`config.mk`:
```
export PLATFORM = sky130hd
export DESIGN_NAME = forwarding_hazard_ctrl
export DESIGN_NICKNAME = d
export VERILOG_FILES = /design/src/rtl/forwarding_hazard_ctrl.sv
export SDC_FILE = /design/constraint.sdc
export NUM_CORES = 1
export LEC_CHECK = 0
export BUFFER_PORTS_ARGS = -buffer_cell sky130_fd_sc_hd__buf_2
export CAP_MARGIN = 25
export CORE_AREA = 2 2 62 64
export CTS_BUF_LIST = sky130_fd_sc_hd__clkbuf_4 sky130_fd_sc_hd__clkbuf_8
export DETAILED_ROUTE_END_ITERATION = 12
export DIE_AREA = 0 0 64 66
export PLACE_DENSITY_LB_ADDON = 0.3
export SETUP_SLACK_MARGIN = 0.1
export SYNTH_ARGS = -nofsm -noshare
export SYNTH_HDL_FRONTEND = slang
export SYNTH_SLANG_ARGS = --single-unit
```
`constraint.sdc`:
```
create_clock -name clk_i -period 4.1 [get_ports clk_i]
set_clock_uncertainty 0.1 [all_clocks]
set_input_delay 0.82 -clock clk_i [delete_from_list [all_inputs] [get_ports clk_i]]
set_output_delay 0.82 -clock clk_i [all_outputs]
set_load 0.1 [all_outputs]
```
`src/rtl/forwarding_hazard_ctrl.sv`:
```
// Forwarding-select and load-use stall controller for a 5-stage pipeline.
// Optional saturating stall counter enabled by defining FWD_STALL_CNT_EN.
module forwarding_hazard_ctrl #(
  parameter int REG_AW    = 5,
  parameter int NUM_SRC   = 2,
  parameter int FWD_DEPTH = 2,
  parameter int CNT_W     = 16,
  localparam int SELW     = $clog2(FWD_DEPTH + 1)
) (
  input  logic                      clk_i,
  input  logic                      rst_i,
  input  logic                      id_valid_i,
  input  logic [NUM_SRC*REG_AW-1:0] id_rs_i,
  input  logic [NUM_SRC-1:0]        id_rs_use_i,
  input  logic                      id_regwrite_i,
  input  logic                      id_memread_i,
  input  logic [REG_AW-1:0]         id_rd_i,
  input  logic                      flush_i,
  output logic [NUM_SRC*SELW-1:0]   fwd_sel_o,
  output logic                      stall_o,
  output logic [CNT_W-1:0]          stall_cnt_o
);

  typedef enum logic {RUN, STALL} state_e;

  typedef struct packed {
    logic              valid;
    logic              regwrite;
    logic [REG_AW-1:0] rd;
  } stage_t;

  state_e state_q, state_d;

  logic                      ex_valid_q, ex_valid_d;
  logic [NUM_SRC*REG_AW-1:0] ex_src_q;
  logic [NUM_SRC-1:0]        ex_use_q;
  logic                      ex_regwrite_q;
  logic                      ex_memread_q;
  logic [REG_AW-1:0]         ex_rd_q;

  // Index 0 is EX/MEM (stage 1); index FWD_DEPTH-1 is the oldest stage.
  stage_t s_q [FWD_DEPTH];
  stage_t s_d [FWD_DEPTH];

  logic ex_is_load;
  logic rs_match;
  logic hazard;

  function automatic logic is_writer(input stage_t s);
    return s.valid && s.regwrite && (s.rd != '0);
  endfunction

  // Load-use hazard: a load in EX whose result an operand in ID needs.
  always_comb begin
    // NOTE: every variable assigned in always_comb gets a default first, so no path leaves it unassigned and no latch is inferred.
    rs_match = 1'b0;
    for (int i = 0; i < NUM_SRC; i++) begin
      if (id_rs_use_i[i] && (id_rs_i[i*REG_AW +: REG_AW] == ex_rd_q)) rs_match = 1'b1;
    end
    ex_is_load = ex_valid_q && ex_memread_q && ex_regwrite_q && (ex_rd_q != '0);
    hazard     = ex_is_load && id_valid_i && rs_match;
  end

  always_comb begin
    state_d = state_q;
    stall_o = 1'b0;
    case (state_q)
      RUN: begin
        stall_o = hazard && !flush_i;
        if (stall_o) state_d = STALL;
      end
      STALL:   state_d = RUN;
      default: state_d = RUN;
    endcase
  end

  // Scan oldest to nearest so the nearest matching stage overrides.
  always_comb begin
    fwd_sel_o = '0;
    for (int i = 0; i < NUM_SRC; i++) begin
      for (int k = FWD_DEPTH - 1; k >= 0; k--) begin
        if (ex_valid_q && ex_use_q[i] && is_writer(s_q[k]) &&
            (s_q[k].rd == ex_src_q[i*REG_AW +: REG_AW]))
          fwd_sel_o[i*SELW +: SELW] = SELW'(k + 1);
      end
    end
  end

  always_comb begin
    ex_valid_d = id_valid_i && !stall_o && !flush_i;
    s_d[0]     = '{valid: ex_valid_q, regwrite: ex_regwrite_q, rd: ex_rd_q};
    for (int k = 1; k < FWD_DEPTH; k++) s_d[k] = s_q[k-1];
  end

  always_ff @(posedge clk_i) begin
    if (rst_i) begin
      // NOTE: sequential state uses non-blocking assignments so every register samples pre-edge values.
      state_q       <= RUN;
      ex_valid_q    <= 1'b0;
      ex_src_q      <= '0;
      ex_use_q      <= '0;
      ex_regwrite_q <= 1'b0;
      ex_memread_q  <= 1'b0;
      ex_rd_q       <= '0;
      for (int k = 0; k < FWD_DEPTH; k++) s_q[k] <= '0;
    end else begin
      state_q       <= state_d;
      ex_valid_q    <= ex_valid_d;
      ex_src_q      <= id_rs_i;
      ex_use_q      <= id_rs_use_i;
      ex_regwrite_q <= id_regwrite_i;
      ex_memread_q  <= id_memread_i;
      ex_rd_q       <= id_rd_i;
      for (int k = 0; k < FWD_DEPTH; k++) s_q[k] <= s_d[k];
    end
  end

`ifdef FWD_STALL_CNT_EN
  logic [CNT_W-1:0] cnt_q, cnt_d;

  always_comb begin
    cnt_d = cnt_q;
    if (stall_o && (cnt_q != '1)) cnt_d = cnt_q + 1'b1;
  end

  always_ff @(posedge clk_i) begin
    if (rst_i) cnt_q <= '0;
    else       cnt_q <= cnt_d;
  end

  assign stall_cnt_o = cnt_q;
`else
  assign stall_cnt_o = '0;
`endif

endmodule

```
== Word-level counts from Yosys, hierarchy flattened ==
Memories as Yosys holds them, arrays and structs flattened.
Index checks and enable logic that the tools add are counted.
Storage, ports and cells
  bits of input ports: 23
  memories: 1
  bits in writable memories: 14
  bits in registers: 21
Cells by class
  bitwise logic cells: 3
  eq/ne operators: 6
  reduce and logical (&&, ||, !) cells: 29
  multiplexer cells: 14
Memories
  s_q: words 2, width 7, rd ports 2, clocked after memory_dff 0, write ports 2, RTL line 42  | stage_t s_q [FWD_DEPTH];
Operators with widths (count)
  == test 5 bit: 6
  logical AND 1 bit: 24
  nonzero test 5 bit: 3
  two-way mux 7 bit: 2
  two-way mux 2 bit: 4
  two-way mux 1 bit: 7
  zero test 1 bit: 2
  OR 1 bit: 2
  case mux 1 bit (2 select lines): 1
  inverter 1 bit: 1

== Longest topological paths before layout ==
  word-level depth: 10
  gate-level depth with buffers: 4
  mapped depth without buffers: 4

== Worst setup path after synthesis ==
No wires, ideal clock.
  kind: register to output
  start: mem s_q[0][2] (netlist bit)
  end: out fwd_sel_o[1]
  setup slack: -2.074 ns
  data arrival time: 5.254 ns
  stages on the path, launching flop included: 5
  path buffers: 0
  data required time: 3.180 ns
  cells stage by stage: dfxtp_1 -> or4_1 -> o211ai_2 -> nor4_1 -> nor2_1
RTL lines
  start: declaration: RTL line 42
  end: declaration: RTL line 19  | output logic [NUM_SRC*SELW-1:0] fwd_sel_o,

==> reports/summary.md <==
The run gives 368.8 ps as the smallest hold slack. The logs give 2 for the total number of H-tree levels and 0 ps for the final total negative setup slack. The primary flip-flop cell chosen by synthesis mapping is dfxtp_1. The slew at the pin with the worst max-slew slack is 591.0 ps. Using the TritonRoute via totals, the vias-per-cell ratio works out to 4.403.

In this run the horizontal extent of the chip is 64 microns. The worst path meets setup with 1017 ps of slack. In this run the remaining antenna-violating nets after routing total 0.

The area fraction in compound gates after synthesis is 2.252%, and the number of failing setup endpoints in the final timing report is 0. In the global route stage, overall resource usage came out at 14.07%. Walking the worst path, the cells encountered are or4_1 > o211ai_2 > nor3_2 > nor3_2 > buf_2.

The share of the cycle needed by the critical path after routing works out to 75.19%. The initial antenna violation count is 0, and the number of nets in the finished design is 200. Detailed placement finished with a half-perimeter wire length of 2139 microns. OpenSTA, run right after detailed placement, puts the worst setup slack at 1087 ps. The number of enable flip-flop cells after synthesis is 0, and the number of port buffers is 27. The repair_antennas step left the layout with diodes totalling 0. The worst slew slack as a fraction of its limit came out at 60.60%.

Number of global-route vias before repair: 968. CTS saw 35 sinks. After Yosys synthesis, and, or, nand and nor cells account for 24.52% of the synthesized area. Clock tree synthesis inserted a total of 5 buffers.

The die covers 4224 sq um. Synthesis inferred 35 register bits. Gates resized during post-CTS repair numbered 0. The first TritonRoute pass finished after 4 iterations. Cell at the slowest stage of the critical path: or4_1.

The initial DRC count is 5. The total wirelength of the detailed-routed design is 2677 microns. The commonest cells after synthesis are dfxtp_1 (35), nor2b_1 (32), xnor2_1 (24).

STA classifies the critical path startpoint as a register. The tools report the latest clock arrival within the worst-skew pair as 330 ps. Among the stages of the critical path, the cell type that occurs most often is nor3_2. The tools report the required time of the critical path as 3180 ps.

The run finished with clean final reports. The final-report hold violation count was 0; the routed length per placed instance was 11.85 microns. After synthesis, the netlist uses 24 different library cells. Initial cell density of the core: 42.25%. The tree is rooted in a clkbuf_4. The congestion estimate from routability-driven global placement came to 0.8297.

The core outline area was 3551 sq um; the area added between synthesis and finish was 12.84%. VDD sags by at most 0.0002260 V. Combinational family with the most area after synthesis: simple AND/OR/NAND/NOR gates. The die is 66 microns tall.

Yosys printed 0 warnings. Summed over all instances, the cell type with the most area after synthesis is dfxtp_1. The tool flagged a number of max-cap violations equal to 0. Dividing total power by cell area gives a power density of 402.2 nW/um^2.

STA puts the critical path data arrival time at 2160 ps. The worst setup path is captured at a primary output. Entering global routing, the biggest net connects 36 pins. The number of setup buffers added after CTS is 0. Of the total synthesized cell area, the portion taken by full adders, half adders and majority gates is 0%. Most common cell in the netlist: dfxtp_1.

For this run, the slowest stage of the critical path takes 550 ps. The worst setup path category was register to primary output. Along the worst path, the maximum fanout reaches 4. For this run, design rule violations remaining after detail routing come to 0.

The combined buffer and inverter count along the critical path is 1, and the global-route wire length before repair is 4395 microns. In this run the biggest area consumer among cell types represents 46.71% of the synthesized area. For this run the aggregate overflow at the end of global routing stands at 0. Clock-pin slew was measured on the worst setup and hold paths at 100 ps.

The floorplan has 22 rows. Sequential cells were found to cover 46.71% of the synthesized design area. Count of pins over their slew limit: 0. Gate family responsible for the most delay along the worst path: simple AND/OR/NAND/NOR gates. Derived from the worst setup path, the maximum achievable clock frequency is 324.4 MHz.

Summed over all cells, the static leakage comes to 0.6995 nW. The average instance in the mapped netlist occupies 10.21 sq um. Buffers inserted to repair hold after CTS numbered 0.

The path class of the tightest hold or removal check is register to register. For the cell count after synthesis, the log shows 147. TritonCTS built the clock tree.

In the synthesized netlist the async set-or-reset flop fraction comes to 0%. The fraction of final layout cells with drive strength greater than 1 works out to 22.47%. Setup repair after global routing left no endpoint under its margin.

Measured against the total synthesized area, the mux share comes to 0%. Post-synthesis xor/xnor area fraction: 17.51%. The logs give 995 for the via total after detailed routing and 1500 sq um for the netlist area before placement. The longest clock path from root to sink contains 2 buffers.

44 I/O pins were placed. By area the synthesized netlist is led by dfxtp_1 (47%), xnor2_1 (14%), nor2b_1 (13%). The post-route minimum period came out at 3083 ps.
## cells in the final DEF (no fill, tap or decap), drive strengths merged
cell / instances
dfxtp: 35
nor2b: 33
buf: 27
xnor2: 24
conb: 16
clkbuf: 7
nand4: 6
xor2: 6
or4: 4
nand2: 3
nor3: 3
nor2: 2
o211ai: 2
nor4: 2
nand3: 1
nand2b: 1
nand4b: 1
o22ai: 1
and2: 1
and3b: 1
a211oi: 1
clkinv: 1
## registers in the layout (all words and copies together), names as in the netlist
signal and flops:
s_q 14, ex_src_q 10, ex_rd_q 5, ex_regwrite_q 1
ex_use_q 2, state_q 1, ex_memread_q 1, ex_valid_q 1
## kinds of logic after synthesis
kind of cell / Yosys count
XOR/XNOR: 30
buffers and inverters: 19
AO/OA/AOI/OAI: 4
AND/OR/NAND/NOR: 58
flip-flops: 35
other: 1
## power breakdown
group          internal [mW]  total (mW)  switching, mW  leakage [nW]
Sequential             0.355       0.370         0.0150         0.289
Clock                 0.0800       0.187          0.107        0.0361
Combinational         0.0347       0.124         0.0896         0.374
## area by class of cell
cell class                 count  area [sq um]
sequential                    35         700.7
multi-input combinational    108         739.5
clock buffer                   7         52.55
fill                         346          1858
tap                           48         60.06
timing repair buffer          27         135.1
clock inverter                 1         5.005
## through the flow
stage | util [%] | total power [mW] | cell area, sq um | instances
floorplan | - | 0.4905 | 1572 | 162
global placement | 46.05 | 0.4994 | 1635 | 218
detailed placement | 46.05 | 0.5021 | 1635 | 218
CTS | 47.67 | 0.6881 | 1693 | 226
global route | 47.67 | 0.7120 | 1693 | 226
finish | 47.67 | 0.6810 | 1693 | 226
## final timing paths
kind | startpoint | to | slack [ps] | depth (start not counted)
min | ex_regwrite_q$_SDFF_PP0_ | s_q[0][5]$_SDFF_PP0_ | 370 | 1
max | s_q[0][1]$_SDFF_PP0_ | fwd_sel_o[3] | 1020 | 5
min reg2reg | ex_regwrite_q$_SDFF_PP0_ | s_q[0][5]$_SDFF_PP0_ | 370 | 1
max reg2reg | ex_rd_q[0]$_SDFF_PP0_ | ex_valid_q$_SDFF_PP0_ | 2660 | 4
## layer usage
layer	GRT usage, %	wire (microns)	up-vias
li1	-	-	507
met1	15.38	1153	449
met2	24.61	1323	34
met3	4.600	149	5
met4	6.522	51	0
met5	0	0	-
Power figures use the tool's default switching activity.
